==> config.mk <==
export PLATFORM = sky130hd
export DESIGN_NAME = fm_write_back_ctrl_flat
export DESIGN_NICKNAME = d
export VERILOG_FILES = /design/src/rtl/fm_write_back_ctrl_if.sv /design/src/rtl/fm_write_back_ctrl.sv /design/src/flat_wrapper.sv
export SDC_FILE = /design/constraint.sdc
export NUM_CORES = 1
export LEC_CHECK = 0
export ABC_AREA = 1
export ABC_CLOCK_PERIOD_IN_PS = 8029
export CAP_MARGIN = 25
export CORE_ASPECT_RATIO = 0.6
export CORE_MARGIN = 10
export CORE_UTILIZATION = 45
export CTS_CLUSTER_DIAMETER = 40
export DETAILED_ROUTE_END_ITERATION = 7
export PLACE_DENSITY = 0.79
export SETUP_SLACK_MARGIN = 0.05
export SLEW_MARGIN = 10
export SYNTH_ARGS = -nofsm -noshare
export SYNTH_HDL_FRONTEND = slang
export SYNTH_SLANG_ARGS = --single-unit
==> constraint.sdc <==
create_clock -name clk -period 8.03 [get_ports clk]
set_input_delay 2.409 -clock clk [delete_from_list [all_inputs] [get_ports clk]]
set_output_delay 2.409 -clock clk [all_outputs]
set_load 0.05 [all_outputs]
==> src/rtl/fm_write_back_ctrl_if.sv <==
// Result-block handshake plus the feature-map RAM's parallel write port.
// The master modport is the write-back controller; slave is the PE array / RAM side.
interface fm_write_back_ctrl_if #(
    parameter int DATA_WIDTH       = 16,
    parameter int PARA_Y           = 3,
    parameter int PARA_KERNEL      = 2,
    parameter int WRITE_ADDR_WIDTH = 12,
    parameter int FM_SIZE_WIDTH    = 8
);
    localparam int BW = PARA_Y * PARA_KERNEL * DATA_WIDTH;

    logic                        res_valid;
    logic                        res_ready;
    logic [BW-1:0]               res_data;
    logic                        ena_zero_w;
    logic [WRITE_ADDR_WIDTH-1:0] zero_start_addr;
    logic [WRITE_ADDR_WIDTH-1:0] zero_end_addr;
    logic                        ena_para_w;
    logic                        ena_add_write;
    logic [WRITE_ADDR_WIDTH-1:0] addr_para_write;
    logic [FM_SIZE_WIDTH-1:0]    fm_out_size;
    logic [BW-1:0]               para_din;
    logic                        write_ready;

    modport master (
        input  res_valid, res_data, write_ready,
        output res_ready, ena_zero_w, zero_start_addr, zero_end_addr,
               ena_para_w, ena_add_write, addr_para_write, fm_out_size, para_din
    );

    modport slave (
        output res_valid, res_data, write_ready,
        input  res_ready, ena_zero_w, zero_start_addr, zero_end_addr,
               ena_para_w, ena_add_write, addr_para_write, fm_out_size, para_din
    );
endinterface

==> src/rtl/fm_write_back_ctrl.sv <==
// Write-back controller: optional zero-fill of the output map, then one RAM
// write per accepted PE result block at conv-interior or linear fc addresses.
module fm_write_back_ctrl #(
    parameter int DATA_WIDTH       = 16,
    parameter int PARA_Y           = 3,
    parameter int PARA_KERNEL      = 2,
    parameter int WRITE_ADDR_WIDTH = 12,
    parameter int FM_SIZE_WIDTH    = 8
) (
    input  logic                     clk,
    input  logic                     rst,
    input  logic                     cfg_start,
    input  logic                     cfg_type,
    input  logic [FM_SIZE_WIDTH-1:0] cfg_fm_out_size,
    input  logic [3:0]               cfg_padding,
    input  logic                     cfg_accumulate,
    input  logic                     cfg_zero_fill,
    fm_write_back_ctrl_if.master     bus,
    output logic                     busy,
    output logic                     done,
    output logic                     cfg_err
);
    localparam int FW = FM_SIZE_WIDTH;
    localparam int MW = 2 * FM_SIZE_WIDTH;
    localparam int AW = WRITE_ADDR_WIDTH;
    localparam int BW = PARA_Y * PARA_KERNEL * DATA_WIDTH;

    typedef enum logic [1:0] {IDLE, ZERO, WAIT_RES, WRITE} state_t;

    state_t          state_q, state_d;
    logic            type_q, type_d;
    logic            acc_q, acc_d;
    logic [FW-1:0]   size_q, size_d;
    logic [FW-1:0]   w_q, w_d;
    logic [FW-1:0]   r_q, r_d;
    logic [3:0]      pad_q, pad_d;
    logic [MW-1:0]   c_q, c_d;
    logic [AW-1:0]   addr_q, addr_d;
    logic [AW-1:0]   zero_end_q, zero_end_d;
    logic [BW-1:0]   din_q, din_d;
    logic            done_q, done_d;
    logic            err_q, err_d;

    logic [FW:0]     w_cfg;
    logic [FW-1:0]   w_mod;
    logic            start_bad;
    logic            last_blk;
    logic            row_wrap;
    logic [MW-1:0]   fc_next;

    // fc uses the column counter as the linear element index.
    function automatic logic [AW-1:0] calc_addr(input logic t, input logic [FW-1:0] sz,
                                                 input logic [3:0] pd, input logic [FW-1:0] r,
                                                 input logic [MW-1:0] c);
        logic [MW-1:0] a;
        if (t) a = c;
        else   a = MW'(r) * MW'(sz) + MW'(pd) + c;
        return AW'(a);
    endfunction

    // Interior width carries a sign bit so padding that eats the whole map is caught.
    assign w_cfg     = {1'b0, cfg_fm_out_size} - (FW + 1)'({cfg_padding, 1'b0});
    assign w_mod     = w_cfg[FW-1:0] % FW'(PARA_Y);
    assign start_bad = cfg_type ? (cfg_fm_out_size == '0)
                                : (w_cfg[FW] || (w_cfg == '0) || (w_mod != '0));

    assign fc_next  = c_q + MW'(PARA_Y * PARA_KERNEL);
    assign row_wrap = (c_q + MW'(PARA_Y)) >= MW'(w_q);
    assign last_blk = type_q ? (fc_next >= MW'(size_q))
                             : ((r_q == FW'(pad_q) + w_q - FW'(1)) &&
                                (c_q == MW'(w_q) - MW'(PARA_Y)));

    always_comb begin
        state_d    = state_q;
        type_d     = type_q;
        acc_d      = acc_q;
        size_d     = size_q;
        w_d        = w_q;
        r_d        = r_q;
        pad_d      = pad_q;
        c_d        = c_q;
        addr_d     = addr_q;
        zero_end_d = zero_end_q;
        din_d      = din_q;
        done_d     = 1'b0;
        err_d      = 1'b0;
        case (state_q)
            IDLE: begin
                if (cfg_start) begin
                    type_d = cfg_type;
                    size_d = cfg_fm_out_size;
                    pad_d  = cfg_padding;
                    acc_d  = cfg_accumulate;
                    if (start_bad) begin
                        err_d = 1'b1;
                    end else begin
                        w_d        = cfg_type ? '0 : w_cfg[FW-1:0];
                        r_d        = cfg_type ? '0 : FW'(cfg_padding);
                        c_d        = '0;
                        addr_d     = calc_addr(cfg_type, cfg_fm_out_size, cfg_padding, r_d, '0);
                        zero_end_d = cfg_type ? AW'(MW'(cfg_fm_out_size) - MW'(1))
                                              : AW'(MW'(cfg_fm_out_size) * MW'(cfg_fm_out_size) - MW'(1));
                        state_d    = cfg_zero_fill ? ZERO : WAIT_RES;
                    end
                end
            end
            ZERO: begin
                if (bus.write_ready) state_d = WAIT_RES;
            end
            WAIT_RES: begin
                if (bus.res_valid) begin
                    din_d   = bus.res_data;
                    state_d = WRITE;
                end
            end
            WRITE: begin
                if (bus.write_ready) begin
                    if (last_blk) begin
                        done_d  = 1'b1;
                        state_d = IDLE;
                    end else begin
                        if (type_q) begin
                            c_d = fc_next;
                        end else if (row_wrap) begin
                            c_d = '0;
                            r_d = r_q + FW'(1);
                        end else begin
                            c_d = c_q + MW'(PARA_Y);
                        end
                        addr_d  = calc_addr(type_q, size_q, pad_q, r_d, c_d);
                        state_d = WAIT_RES;
                    end
                end
            end
            default: state_d = IDLE;
        endcase
    end

    always_ff @(posedge clk) begin
        if (rst) begin
            state_q    <= IDLE;
            type_q     <= 1'b0;
            acc_q      <= 1'b0;
            size_q     <= '0;
            w_q        <= '0;
            r_q        <= '0;
            pad_q      <= '0;
            c_q        <= '0;
            addr_q     <= '0;
            zero_end_q <= '0;
            din_q      <= '0;
            done_q     <= 1'b0;
            err_q      <= 1'b0;
        end else begin
            state_q    <= state_d;
            type_q     <= type_d;
            acc_q      <= acc_d;
            size_q     <= size_d;
            w_q        <= w_d;
            r_q        <= r_d;
            pad_q      <= pad_d;
            c_q        <= c_d;
            addr_q     <= addr_d;
            zero_end_q <= zero_end_d;
            din_q      <= din_d;
            done_q     <= done_d;
            err_q      <= err_d;
        end
    end

    assign bus.res_ready       = (state_q == WAIT_RES);
    assign bus.ena_zero_w      = (state_q == ZERO);
    assign bus.zero_start_addr = '0;
    assign bus.zero_end_addr   = zero_end_q;
    assign bus.ena_para_w      = (state_q == WRITE);
    assign bus.ena_add_write   = acc_q;
    assign bus.addr_para_write = addr_q;
    assign bus.fm_out_size     = size_q;
    assign bus.para_din        = din_q;
    assign busy                = (state_q != IDLE);
    assign done                = done_q;
    assign cfg_err             = err_q;
endmodule
==> src/flat_wrapper.sv <==
// flat-port wrapper written by rule: the top's interface ports become plain ports
module fm_write_back_ctrl_flat 
#(
    parameter int DATA_WIDTH       = 16,
    parameter int PARA_Y           = 3,
    parameter int PARA_KERNEL      = 2,
    parameter int WRITE_ADDR_WIDTH = 12,
    parameter int FM_SIZE_WIDTH    = 8
)
  (clk, rst, cfg_start, cfg_type, cfg_fm_out_size, cfg_padding, cfg_accumulate, cfg_zero_fill, busy, done, cfg_err, bus_res_valid, bus_res_data, bus_write_ready, bus_res_ready, bus_ena_zero_w, bus_zero_start_addr, bus_zero_end_addr, bus_ena_para_w, bus_ena_add_write, bus_addr_para_write, bus_fm_out_size, bus_para_din);
  fm_write_back_ctrl_if #(.DATA_WIDTH(DATA_WIDTH), .PARA_Y(PARA_Y), .PARA_KERNEL(PARA_KERNEL), .WRITE_ADDR_WIDTH(WRITE_ADDR_WIDTH), .FM_SIZE_WIDTH(FM_SIZE_WIDTH)) bus_i ();
  input  logic clk;
  input  logic rst;
  input  logic cfg_start;
  input  logic cfg_type;
  input  logic [FM_SIZE_WIDTH-1:0] cfg_fm_out_size;
  input  logic [3:0] cfg_padding;
  input  logic cfg_accumulate;
  input  logic cfg_zero_fill;
  output logic busy;
  output logic done;
  output logic cfg_err;
  input wire logic [$bits(bus_i.res_valid)-1:0] bus_res_valid;
  input wire logic [$bits(bus_i.res_data)-1:0] bus_res_data;
  input wire logic [$bits(bus_i.write_ready)-1:0] bus_write_ready;
  output wire logic [$bits(bus_i.res_ready)-1:0] bus_res_ready;
  output wire logic [$bits(bus_i.ena_zero_w)-1:0] bus_ena_zero_w;
  output wire logic [$bits(bus_i.zero_start_addr)-1:0] bus_zero_start_addr;
  output wire logic [$bits(bus_i.zero_end_addr)-1:0] bus_zero_end_addr;
  output wire logic [$bits(bus_i.ena_para_w)-1:0] bus_ena_para_w;
  output wire logic [$bits(bus_i.ena_add_write)-1:0] bus_ena_add_write;
  output wire logic [$bits(bus_i.addr_para_write)-1:0] bus_addr_para_write;
  output wire logic [$bits(bus_i.fm_out_size)-1:0] bus_fm_out_size;
  output wire logic [$bits(bus_i.para_din)-1:0] bus_para_din;
  assign bus_i.res_valid = bus_res_valid;
  assign bus_i.res_data = bus_res_data;
  assign bus_i.write_ready = bus_write_ready;
  assign bus_res_ready = bus_i.res_ready;
  assign bus_ena_zero_w = bus_i.ena_zero_w;
  assign bus_zero_start_addr = bus_i.zero_start_addr;
  assign bus_zero_end_addr = bus_i.zero_end_addr;
  assign bus_ena_para_w = bus_i.ena_para_w;
  assign bus_ena_add_write = bus_i.ena_add_write;
  assign bus_addr_para_write = bus_i.addr_para_write;
  assign bus_fm_out_size = bus_i.fm_out_size;
  assign bus_para_din = bus_i.para_din;
  fm_write_back_ctrl #(.DATA_WIDTH(DATA_WIDTH), .PARA_Y(PARA_Y), .PARA_KERNEL(PARA_KERNEL), .WRITE_ADDR_WIDTH(WRITE_ADDR_WIDTH), .FM_SIZE_WIDTH(FM_SIZE_WIDTH)) u_core (.clk(clk), .rst(rst), .cfg_start(cfg_start), .cfg_type(cfg_type), .cfg_fm_out_size(cfg_fm_out_size), .cfg_padding(cfg_padding), .cfg_accumulate(cfg_accumulate), .cfg_zero_fill(cfg_zero_fill), .bus(bus_i), .busy(busy), .done(done), .cfg_err(cfg_err));
endmodule
==> flow_summary.ini <==
[run]
cap_viol_max_count = 0

[finish]
ff_latch_area_um2 = 3400
synthToLayoutAreaGrowth_pct = 25.1
final_area_um2 = 17400
multi_input_area_um2 = 9120
fillers = 2738
drive_gt1_share_pct = 5.00
final_nets = 2471

[clocking]
htree_num_levels = 4
cts_max_path_buffers = 2
cts_setup_buffers = 0
numCtsBuffers = 17
root_buffer = clkbuf_16
path_clk_slew_ps = 80
cts_hold_buf = 0
clkSinkCount = 170
clock_latency_ps = 450
post_cts_resized = 0
cts_tree = done

[die]
dieArea_um2 = 38600
io_pins = 263
start_util_pct = 46.1
die_w_um = 247
rows = 49
die_h_um = 156
core_area_um2 = 30200

[route]
drc = 0
viasPerCell = 5.35
ant_nets = 0
routedWlPerCell_um = 18.8
drt_pass1_iterations = 7
routed_wl_mm = 48.3
vias = 13700
drt_iter0_markers = 1479

[sta]
fin_hold_ws_ps = 455
timing.slew.headroom_pct = 30.5
skew_ps = 19.7
slew_violations = 0
finalSetupViolCount = 0
tns_ps = 0
hold_viol = 0
rsz0062_at_grt = no
worstMarginPinSlew_ps = 1040
period_needed_ps = 7520
fmaxAchievable_ghz = 0.133
fin_crit_sh_pct = 93.6

[yosys]
ys_warn_count = 0
postSynthAreaPerCell_um2 = 7.22
syn_area_um2 = 13900
synth_seq_cells = 170
syn_inst = 1932
ys_types = 56
ys_seq_area_share_pct = 24.4

[power]
switchingPower_uw = 2230
p_sw_share_pct = 49.2
internal_power_uw = 2310
p_leak_uw = 0.00791
power_density_nw_per_um2 = 261
seq_power_share_pct = 22.5
max-vdd-ir-drop_v = 0.000161
comb_power_share_pct = 58.1
pwr-share-clk_pct = 19.4

[global_routing]
grt_antenna_before_repair = 8
grt_max_degree = 98
grt-ovfl-total = 0
grt_pass1_vias = 13200
grt_pass1_wl_mm = 74.3
grt_use_total_pct = 24.2

[worst_setup_path]
crit_top_cell = nand2_1
critPathKind = register to register
cp_slowest_cell = fa_1
arrival_ps = 7850
end_kind = register
cp-start-kind = register
critPathMaxStageDelay_ps = 540
crit_buf_inv = 4
path_delay_family = adder cells
worstPathRequired_ps = 8370
cp_max_fo = 10

[worst_hold_path]
worstHoldPathType = register to register

[placed_design]
gp_congestion = 1.00
io_buffers = 250
dp_hpwl_mm = 37.9
place_area_um2 = 16800

[outcome]
status = finished, final reports clean
[final timing paths]
kind                               endpoint                    startpoint  depth (start not counted)  slack, ps
min            u_core.bus.zero_end_addr[10]  u_core.bus.zero_end_addr[10]                          2        450
max          u_core.bus.addr_para_write[11]                 u_core.c_q[0]                         38        510
max reg2reg  u_core.bus.addr_para_write[11]                 u_core.c_q[0]                         38        510
min reg2reg    u_core.bus.zero_end_addr[10]  u_core.bus.zero_end_addr[10]                          2        450
[state kept, by name, summed over array words and instances (netlist names)]
name and cells:
u_core.type_q 1, u_core.bus.ena_add_write 1, u_core.w_q 8, u_core.bus.para_din 96, u_core.bus.zero_end_addr 12, u_core.done 1, u_core.bus.addr_para_write 12, u_core.r_q 8
u_core.bus.fm_out_size 8, u_core.pad_q 4, u_core.c_q 16, u_core.cfg_err 1, u_core.state_q 2
[cell families (layout without fill, tap and decap cells)]
group           after synthesis  after routing  share of synthesized area, %
flops                       170            170                          24.4
compound gates              290            290                          11.5
fa+ha+maj                   210            210                          23.5
simple gates                806            806                          24.7
buf+inv                     380            595                          10.9
other cells                   1             13                        0.0269
xor+xnor                     75             75                          5.07
[cells in the mapped netlist (all sizes together)]
master	number	area [um^2]
nand3	166	863
dfxtp	170	3400
a2111oi	1	8.76
nand3b	5	37.5
a21oi	184	928
a31oi	5	31.3
o21a	3	22.5
o22a	1	8.76
a21boi	2	18.8
o32ai	1	8.76
fa	86	1720
clkbuf	65	244
conb	1	3.75
buf	31	203
xnor3	2	45.0
a211oi	5	37.5
or2	4	25.0
o41ai	1	8.76
nand2	406	1570
a221oi	1	8.76
o22ai	3	18.8
xor2	55	489
inv	281	1050
xnor2	17	149
nand4	19	131
o21ai	54	274
nor2	186	711
o31ai	2	15.0
nor3	20	105
o21bai	10	75.1
xor3	1	23.8
a21o	3	22.5
o211a	1	10.0
o2111ai	1	8.76
o211ai	8	60.1
ha	124	1550
clkinv	3	11.3
o2111a	1	11.3
a22oi	3	22.5
[through the flow]
stage	power (uW)	std cells	util, %	worst slack (ps)
floorplan	2880	1943	-	939
global placement	3530	2534	55.5	407
detailed placement	3600	2534	55.5	106
CTS	4500	2566	57.6	55.0
global route	4890	2566	57.7	35.6
finish	4550	2567	57.7	512
[layout make-up]
cell class / instances / area share, %
diodes: 1 / 0.0143
clock buffers: 17 / 2.44
clock inverters: 15 / 1.17
inverters: 284 / 6.11
multi-input cells: 1393 / 52.3
flip-flops and latches: 170 / 19.5
well taps: 408 / 2.93
repair buffers: 279 / 15.6
[power by group through the flow]
stage                     clock network [uW]  registers [uW]  logic (uW)
after floorplan                            0            1200        1680
after global placement                     0            1030        2500
after detailed placement                   0            1040        2570
after CTS                                892            1020        2590
after global routing                     918            1030        2940
final                                    881            1020        2640
[metal layers]
metal / vias to the layer above / track usage (%) / part of all wire (%) / routed length, um
met2: 647 / 35.6 / 42 / 20500
met5: - / 0 / 0.16 / 76
met4: 12 / 5.41 / 1.9 / 940
li1: 6565 / - / - / -
met3: 74 / 7.84 / 12 / 5680
met1: 6442 / 33.8 / 44 / 21100
[cell usage in the layout, fill, tap and decap left out, drive strengths merged, types with 2 or more instances in the layout]
master	instances
fa	86
nor2	186
xnor2	17
o22ai	3
xnor3	2
a21o	3
nand2	406
a21oi	184
nand3	166
o21ai	54
clkdlybuf4s50	248
o21bai	10
inv	289
conb	12
a22oi	3
a211oi	5
o211ai	8
buf	31
o31ai	2
or2	4
clkinv	10
a21boi	2
dfxtp	170
nand4	19
nor3	20
nand3b	5
ha	124
o21a	3
clkbuf	17
xor2	55
a31oi	5
[tightest hold or removal path: cells and delay by family, from the launching register on]
kind | cells | cell delay (ps)
AOI/OAI and AO/OA | 1 | 50
buffers and inverters | 1 | 50
DFF | 1 | 320
No activity file was read; power rests on OpenSTA's default activity.
